### config.mk
export PLATFORM = sky130hd
export DESIGN_NAME = vga_rect_engine
export DESIGN_NICKNAME = d
export VERILOG_FILES = /design/src/rtl/vga_rect_engine.sv
export SDC_FILE = /design/constraint.sdc
export NUM_CORES = 1
export LEC_CHECK = 0
export BUFFER_PORTS_ARGS = -buffer_cell sky130_fd_sc_hd__buf_2
export CAP_MARGIN = 5
export CORE_ASPECT_RATIO = 1.4
export CORE_UTILIZATION = 40
export CTS_CLUSTER_DIAMETER = 80
export CTS_CLUSTER_SIZE = 28
export DETAILED_ROUTE_END_ITERATION = 12
export SETUP_SLACK_MARGIN = 0.02
export SYNTH_ARGS = -nofsm -noshare
export SYNTH_HDL_FRONTEND = slang
export SYNTH_SLANG_ARGS = --single-unit
### constraint.sdc
create_clock -name iClock -period 3.1 [get_ports iClock]
set_input_delay 0.62 -clock iClock [delete_from_list [all_inputs] [get_ports iClock]]
set_output_delay 0.62 -clock iClock [all_outputs]
set_load 0.01 [all_outputs]
### src/rtl/vga_rect_engine.sv
// Rectangle drawing engine: queued draw requests are rasterised one pixel per
// clock onto the x/y/colour/plot interface of vga_adapter, with screen clipping.
module vga_rect_engine #(
  parameter int X_BITS      = 8,
  parameter int Y_BITS      = 7,
  parameter int COLOUR_BITS = 3,
  parameter int X_MAX       = 160,
  parameter int Y_MAX       = 120,
  parameter int FIFO_DEPTH  = 4
) (
  input  logic                   iClock,
  input  logic                   iReset,
  input  logic                   iReqValid,
  output logic                   oReqReady,
  input  logic [X_BITS-1:0]      iX0,
  input  logic [Y_BITS-1:0]      iY0,
  input  logic [X_BITS-1:0]      iW,
  input  logic [Y_BITS-1:0]      iH,
  input  logic [COLOUR_BITS-1:0] iColour,
  input  logic                   iMode,
  output logic [X_BITS-1:0]      oX,
  output logic [Y_BITS-1:0]      oY,
  output logic [COLOUR_BITS-1:0] oColour,
  output logic                   oPlot,
  output logic                   oBusy,
  output logic                   oDone
);

  localparam int PTR_W = $clog2(FIFO_DEPTH);
  localparam logic [X_BITS:0] X_LIM = (X_BITS+1)'(X_MAX);
  localparam logic [Y_BITS:0] Y_LIM = (Y_BITS+1)'(Y_MAX);

  typedef struct packed {
    logic [X_BITS-1:0]      x0;
    logic [Y_BITS-1:0]      y0;
    logic [X_BITS-1:0]      w;
    logic [Y_BITS-1:0]      h;
    logic [COLOUR_BITS-1:0] colour;
    logic                   mode;
  } req_t;

  typedef enum logic [1:0] {IDLE, LOAD, DRAW, DONE} state_t;

  state_t state, next_state;

  req_t             mem [FIFO_DEPTH];
  logic [PTR_W-1:0] wr_ptr, rd_ptr;
  logic [PTR_W:0]   count;
  logic             full, empty, push, pop, ready_en;

  req_t            cur;
  logic [X_BITS:0] cx, nxt_cx, last_x, x0_ext;
  logic [Y_BITS:0] cy, nxt_cy, last_y, y0_ext;
  logic            interior, on_screen, draw_pix;

  // FIFO_DEPTH is a power of two, so the count MSB alone marks full
  assign full      = count[PTR_W];
  assign empty     = (count == '0);
  assign oReqReady = ready_en & ~full;
  assign push      = iReqValid & oReqReady;
  assign oBusy     = (state != IDLE) || !empty;

  always_ff @(posedge iClock) begin
    if (push) begin
      mem[wr_ptr] <= '{x0: iX0, y0: iY0, w: iW, h: iH, colour: iColour, mode: iMode};
    end
  end

  always_ff @(posedge iClock or posedge iReset) begin
    if (iReset) begin
      wr_ptr   <= '0;
      rd_ptr   <= '0;
      count    <= '0;
      ready_en <= 1'b0;
    end else begin
      ready_en <= 1'b1;
      if (push) wr_ptr <= wr_ptr + PTR_W'(1);
      if (pop)  rd_ptr <= rd_ptr + PTR_W'(1);
      case ({push, pop})
        2'b10:   count <= count + (PTR_W+1)'(1);
        2'b01:   count <= count - (PTR_W+1)'(1);
        default: count <= count;
      endcase
    end
  end

  // End coordinates carry one extra bit so a rectangle past the edge never wraps
  assign x0_ext    = {1'b0, cur.x0};
  assign y0_ext    = {1'b0, cur.y0};
  assign last_x    = x0_ext + {1'b0, cur.w} - (X_BITS+1)'(1);
  assign last_y    = y0_ext + {1'b0, cur.h} - (Y_BITS+1)'(1);
  assign interior  = (cy != y0_ext) && (cy != last_y);
  assign on_screen = (cx < X_LIM) && (cy < Y_LIM);
  assign draw_pix  = (state == DRAW) && on_screen;

  always_ff @(posedge iClock or posedge iReset) begin
    if (iReset) state <= IDLE;
    else        state <= next_state;
  end

  always_comb begin
    next_state = state;
    pop        = 1'b0;
    nxt_cx     = cx;
    nxt_cy     = cy;
    unique case (state)
      IDLE: begin
        if (!empty) begin
          pop        = 1'b1;
          next_state = LOAD;
        end
      end
      LOAD: begin
        nxt_cx     = x0_ext;
        nxt_cy     = y0_ext;
        next_state = (cur.w == '0 || cur.h == '0) ? DONE : DRAW;
      end
      DRAW: begin
        if (cx == last_x) begin
          if (cy == last_y) begin
            next_state = DONE;
          end else begin
            nxt_cx = x0_ext;
            nxt_cy = cy + (Y_BITS+1)'(1);
          end
        end else if (cur.mode && interior && cx == x0_ext) begin
          nxt_cx = last_x;
        end else begin
          nxt_cx = cx + (X_BITS+1)'(1);
        end
      end
      DONE: begin
        if (!empty) begin
          pop        = 1'b1;
          next_state = LOAD;
        end else begin
          next_state = IDLE;
        end
      end
      default: next_state = IDLE;
    endcase
  end

  always_ff @(posedge iClock or posedge iReset) begin
    if (iReset) begin
      cur     <= '0;
      cx      <= '0;
      cy      <= '0;
      oX      <= '0;
      oY      <= '0;
      oColour <= '0;
      oPlot   <= 1'b0;
      oDone   <= 1'b0;
    end else begin
      if (pop) cur <= mem[rd_ptr];
      cx    <= nxt_cx;
      cy    <= nxt_cy;
      oPlot <= draw_pix;
      oDone <= (state == DONE);
      // Coordinates only update on visible pixels, so clipped ones never show
      if (draw_pix) begin
        oX      <= cx[X_BITS-1:0];
        oY      <= cy[Y_BITS-1:0];
        oColour <= cur.colour;
      end
    end
  end

endmodule

==> results.cfg, run 1 <==
[clock_tree]
root_buffer = clkbuf_16
tritoncts = done
clock_sinks = 217
hold_buffers = 0
clock_path_buffers = 3
path_clk_slew_ns = 0.11
clk_latency_ns = 0.48
h-tree-depth = 1
numCtsBuffers = 12

[synth]
yosys-top-cells-count = edfxtp_1, nand2_1, dfrtp_1
syn-num-nets = 834
postSynthCellCount = 754
async_flop_share_pct = 37.3
syn_area_per_cell_um2 = 13.3
yosysWarnings = 0
synth_area_um2 = 10000
synth.distinct_cells = 58
synth_top_cell_area_share_pct = 40.7
synth_top_area_cell = edfxtp_1
synth-edff-count = 136
ys_seq_elements = 217
ys_seq_area_share_pct = 61.0
synth_flop_cell = edfxtp_1
yosysMostFrequentCell = edfxtp_1
synthTopCellsByArea = edfxtp_1, dfrtp_1, mux4_2

[route]
wl_met1_um = 8520
via_count = 5902
firstDrtPassIters = 4
drc = 0
wl_met2_um = 9770
drt_iter0_markers = 427
wl_met3_um = 585
wirelength_um = 19300
wl_per_cell_um = 16.5
via_per_inst = 5.04
top_layer = met4
drtAntennaViolNets = 0

[cells_and_area]
nFillCells = 2255
diodes = 0
multi_input_area_um2 = 3590
drive_above_1_share_pct = 25.8
register_area_um2 = 6110
synthToLayoutAreaGrowth_pct = 14.8
instances_no_fill = 1171
layout.nets = 930

[placed_design]
dp.cells = 1142
port_buffers = 58
dp_hpwl_um = 13500
gp_congestion = 0.854
pre_cts_ws_ns = -0.140

[floorplanning]
design.core.area_um2 = 24700
num_rows = 68
dieArea_um2 = 25700
die_h_um = 189
io_pins = 59
die_w_um = 136
initial_core_util_pct = 40.6

[worst_setup_path]
worstSetupStartpointType = flop
slowest_delay_ns = 0.39
path_class = flop to flop
crit_fanout = 3
r2r_cells = 15
rr_endpoint = cx[5]
cp-end-kind = flop
cp.arrival_ns = 3.44
cp_cell_sequence = inv_2 -> ha_4 -> inv_2 -> ha_4 -> fa_2 -> a211oi_4 -> nor2_4 -> xnor2_2 -> a221oi_2 -> nand3_1 -> buf_4 -> buf_4 -> o211ai_1 -> o21ai_1 -> a211oi_1
crit_required_ns = 3.49
reg2reg_slack_ns = 0.05
timing.rr.start = cur[27]
slowest_stage = fa_2

[timing]
period_needed_ns = 3.05
tightestPinTransition_ns = 0.673
layout_setup_ws_ns = 0.0497
setup_viol = 0
rsz0062_at_grt = yes
clock_skew_ns = 0.0219
fin_crit_sh_pct = 98.4
fmax_mhz = 328
hold_violations = 0
slew_headroom_pct = 55.1
slew_violations = 0

[global_routing]
overflow = 0
grt_pass1_vias = 6061
grt_util_all_layers_pct = 15.8
grt_pass1_wl_um = 31900
grt_max_degree = 67
antenna_found_initial = 0

[run_status]
status = complete, no violations

[pwr]
p_per_area_nw_per_um2 = 1190
leakage_nw = 4.60
ir_drop_v = 0.000523

[min_path]
hold_class = primary input to async pin

[job]
cap_violations = 0
-- routing by layer --
metal | track usage (%) | up-vias
met4 | 4.75 | 0
li1 | - | 2881
met5 | 0 | -
met3 | 1.55 | 31
met2 | 27.0 | 105
met1 | 21.0 | 2885
-- cells by family after synthesis --
| family | count (synthesis) | synth area share, % |
|---|---|---|
| XOR/XNOR | 52 | 4.54 |
| other | 1 | 0.0374 |
| adder cells (fa/ha/maj) | 43 | 5.59 |
| flip-flops | 217 | 61.0 |
| multiplexers | 49 | 9.21 |
| buffers and inverters | 110 | 4.61 |
| AND/OR/NAND/NOR | 166 | 7.71 |
| AO/OA/AOI/OAI | 116 | 7.34 |
-- timing repair --
item | 4_1_cts | 5_1_grt
endpoints found under the setup margin | 19 | 19
resized for setup | 10 | 24
pin swaps | 10 | 19
setup buffers | 1 | 8
-- flip-flops by register name, summed over array words and instances, names as in the netlist --
| signal | cells |
|---|---|
| oX | 8 |
| ready_en | 1 |
| cx | 9 |
| count | 3 |
| mem | 136 |
| oColour | 3 |
| oY | 7 |
| oPlot | 1 |
| wr_ptr | 2 |
| rd_ptr | 2 |
| cur | 34 |
| state | 2 |
| cy | 8 |
| oDone | 1 |
-- worst max path at each step --
stage,startpoint,end,slack [ns],cells past startpoint
finish,cur[27],cx[5],0.05,15
global placement,cur[12],cy[4],-0.05,13
CTS,cur[5],cx[5],0.02,13
global route,cur[19],cx[3],-0.15,14
detailed placement,cur[27],cy[4],-0.14,13
floorplan,cur[27],cx[2],0.07,13
-- area by class of cell --
class                           instances  area share (%)
Clock buffer                           16            2.92
Clock inverter                          4           0.348
Inverter                               72            2.36
Multi-Input combinational cell        427            31.2
Sequential cell                       217            53.1
Tap cell                              315            3.42
Timing Repair Buffer                  120            6.66
-- power breakdown --
group	total, mW	internal [mW]	leakage, nW	switching (mW)
clock network	1.73	0.800	0.181	0.934
registers	4.31	3.77	2.21	0.540
logic	7.65	3.60	2.21	4.05
total	13.7	8.17	4.60	5.52
-- metrics by stage --
stage	util [%]	power [mW]	area [µm²]	hold WS (ns)	TNS [ns]
CTS	46.0	13.5	11400	0.225	0
floorplan	-	9.62	10000	0.435	0
global placement	44.3	11.5	10900	0.453	-0.344
finish	46.7	13.7	11500	0.203	0
global route	46.7	14.9	11500	0.260	-1.09
detailed placement	44.3	11.6	10900	0.455	-1.79
-- cell usage in the layout (no fill, tap or decap), types with 7 or more instances in the layout --
cell       count
mux4_2        34
ha_1          36
nand3_1       11
nand2_1       90
a21oi_2        7
inv_1         63
xnor2_1       32
o22ai_1        9
nand4_1        9
o21ai_0       47
dfrtp_1       80
inv_2          8
edfxtp_1     136
xor2_1        18
buf_4         59
a21oi_1       16
buf_2         58
nor2_1        21
mux2i_1        8
clkbuf_16     13
-- critical path: cells and delay by family, from the launching register on --
kind / cells / cell delay, ns
adder cells (fa/ha/maj): 3 / 0.80
buffers and inverters: 4 / 0.39
flip-flops: 1 / 0.38
XOR/XNOR: 1 / 0.14
AND/OR/NAND/NOR: 2 / 0.22
AO/OA/AOI/OAI: 5 / 1.03
(Power assumes the default switching activity.)
==> inputs of run 2 (changes only) <==
--- a/config.mk
+++ b/config.mk
@@ -8,10 +8,12 @@
 export BUFFER_PORTS_ARGS = -buffer_cell sky130_fd_sc_hd__buf_2
 export CAP_MARGIN = 5
 export CORE_ASPECT_RATIO = 1.4
-export CORE_UTILIZATION = 40
+export CORE_UTILIZATION = 48
+export CTS_BUF_LIST = sky130_fd_sc_hd__clkbuf_4
 export CTS_CLUSTER_DIAMETER = 80
 export CTS_CLUSTER_SIZE = 28
 export DETAILED_ROUTE_END_ITERATION = 12
+export PLACE_DENSITY = 0.68
 export SETUP_SLACK_MARGIN = 0.02
 export SYNTH_ARGS = -nofsm -noshare
 export SYNTH_HDL_FRONTEND = slang
==> run 2 against run 1 <==
The run now ends with negative setup slack left. Critical path depth is 1 lower. Cell count is 4.7% lower. Wire length is 0.31% higher. Register-to-register slack got worse by 0.09 ns. Fmax fell by 2.8%. Hold slack got worse by 0.042 ns. Critical path type unchanged.
==> results.cfg, run 2 (synthesis results as in run 1) <==
[timing]
setup_viol = 10
period_needed_ns = 3.14
fin_crit_sh_pct = 101
hold_violations = 0
fmax_mhz = 319
timing.setup.tns_ns = -0.177
layout_setup_ws_ns = -0.0380
clock_skew_ns = 0.0374
slew_violations = 0
slew_headroom_pct = 53.3
tightestPinTransition_ns = 0.692
rsz0062_at_grt = yes

[clock_tree]
path_clk_slew_ns = 0.25
h-tree-depth = 1
tritoncts = done
root_buffer = clkbuf_4
clk_latency_ns = 0.65
clock_sinks = 217
numCtsBuffers = 12
clock_path_buffers = 3

[global_routing]
grt_pass1_vias = 6100
grt_max_degree = 82
overflow = 0
grt_util_all_layers_pct = 18.9
grt_pass1_wl_um = 31400
antenna_found_initial = 1

[floorplanning]
design.core.area_um2 = 20500
dieArea_um2 = 21500
num_rows = 62
initial_core_util_pct = 48.9
die_h_um = 173
die_w_um = 124
io_pins = 59

[worst_setup_path]
path_class = flop to flop
rr_endpoint = cx[4]
r2r_cells = 14
cp-end-kind = flop
timing.rr.start = cur[20]
crit_fanout = 8
cp-startpoint = cur[20]
worstSetupStartpointType = flop
cp.arrival_ns = 3.69
reg2reg_slack_ns = -0.04
crit_required_ns = 3.65

[min_path]
min_path_cells = 1
min-delay-start = iW[1]
hold_class = primary input to flop
min_to = mem[0][12]

[cells_and_area]
nFillCells = 1746
most-common-layout-cells = edfxtp_1, nand2_1, dfrtp_1
final_util_pct = 55.5
largest_reg_flops = 136
layout.nets = 933
drive_above_1_share_pct = 27.4
stdcell_area_um2 = 11400
layout_top_registers = mem: 136 flops, cur: 34 flops, cx: 9 flops
synthToLayoutAreaGrowth_pct = 13.4
instances_no_fill = 1116
final_common_cell = edfxtp_1
regMostFlops = mem

[route]
drt_iter0_markers = 423
wl_per_cell_um = 17.3
firstDrtPassIters = 5
via_per_inst = 5.43
via_count = 6059
drc = 0
drtAntennaViolNets = 0
wirelength_um = 19300

[placed_design]
dpl_cell_area_um2 = 10900
dp_hpwl_um = 13300
gp_congestion = 0.867
dp.cells = 1083
port_buffers = 58

[job]
cap_violations = 0

[run_status]
violations = negative setup slack
status = finished, violations left
==> run 2: changes by cell type in the layout (fill, tap and decap cells not counted), moves of 3 or more <==
| cell | change |
|---|---|
| clkbuf_1 | -3 |
| clkbuf_16 | -13 |
| nor4_4 | +3 |
| clkbuf_4 | +16 |
==> run 2: timing repair <==
action | 4_1_cts | 5_1_grt
hold buffers | 1 | 0
cloned | 0 | 2
endpoints found under the hold margin | 13 | 0
setup buffers | 3 | 6
endpoints found under the setup margin | 19 | 15
pin swaps | 13 | 26
gates resized for setup | 13 | 34
==> run 2: final cells by class <==
class | count | area (µm²) | share of cell area [%]
flip-flops and latches | 217 | 6110 | 53.8
clock inverters | 4 | 41.3 | 0.363
diodes | 1 | 2.50 | 0.0220
clock buffers | 16 | 120 | 1.06
inverters | 72 | 272 | 2.39
well taps | 256 | 320 | 2.82
multi-input cells | 428 | 3690 | 32.5
repair buffers | 122 | 803 | 7.07
==> run 2: critical path, cell delays in order, from the launching register on <==
cell,delay (ns)
dfrtp_1,0.42
inv_2,0.06
ha_4,0.25
inv_2,0.04
ha_4,0.15
fa_2,0.38
a211oi_2,0.26
nor2_1,0.10
xnor2_2,0.16
nor4_4,0.30
nand3_1,0.13
buf_6,0.15
o31a_1,0.39
o22ai_1,0.20
a21oi_1,0.07
==> run 2: layer usage <==
| metal | wire length (µm) | global-route usage [%] |
|---|---|---|
| met3 | 603 | 2.08 |
| met4 | 516 | 6.15 |
| met2 | 9860 | 31.1 |
| met1 | 8350 | 25.9 |
| met5 | 0 | 0 |
==> run 2: worst max-delay path by stage <==
| stage | endpoint | slack [ns] | cells past startpoint |
|---|---|---|---|
| finish | cx[4] | -0.04 | 14 |
| global route | cx[7] | -0.21 | 14 |
| detailed placement | cx[4] | -0.17 | 13 |
| global placement | cx[2] | -0.05 | 13 |
| CTS | cx[6] | 0.006 | 14 |
| floorplan | cx[2] | 0.07 | 13 |
==> run 2: per-stage QoR <==
| stage | setup WS, ns | hold WS (ns) |
|---|---|---|
| 4_1_cts | 0.00642 | 0.114 |
| 5_1_grt | -0.209 | 0.0982 |
| 3_3_place_gp | -0.0461 | 0.451 |
| 6_report | -0.0380 | 0.161 |
| 2_1_floorplan | 0.0686 | 0.435 |
| 3_5_place_dp | -0.165 | 0.453 |
Power of run 2 is left out: the tool's default activity adds up to more than one toggle a clock period on the data nets, which glitch-free logic cannot reach.
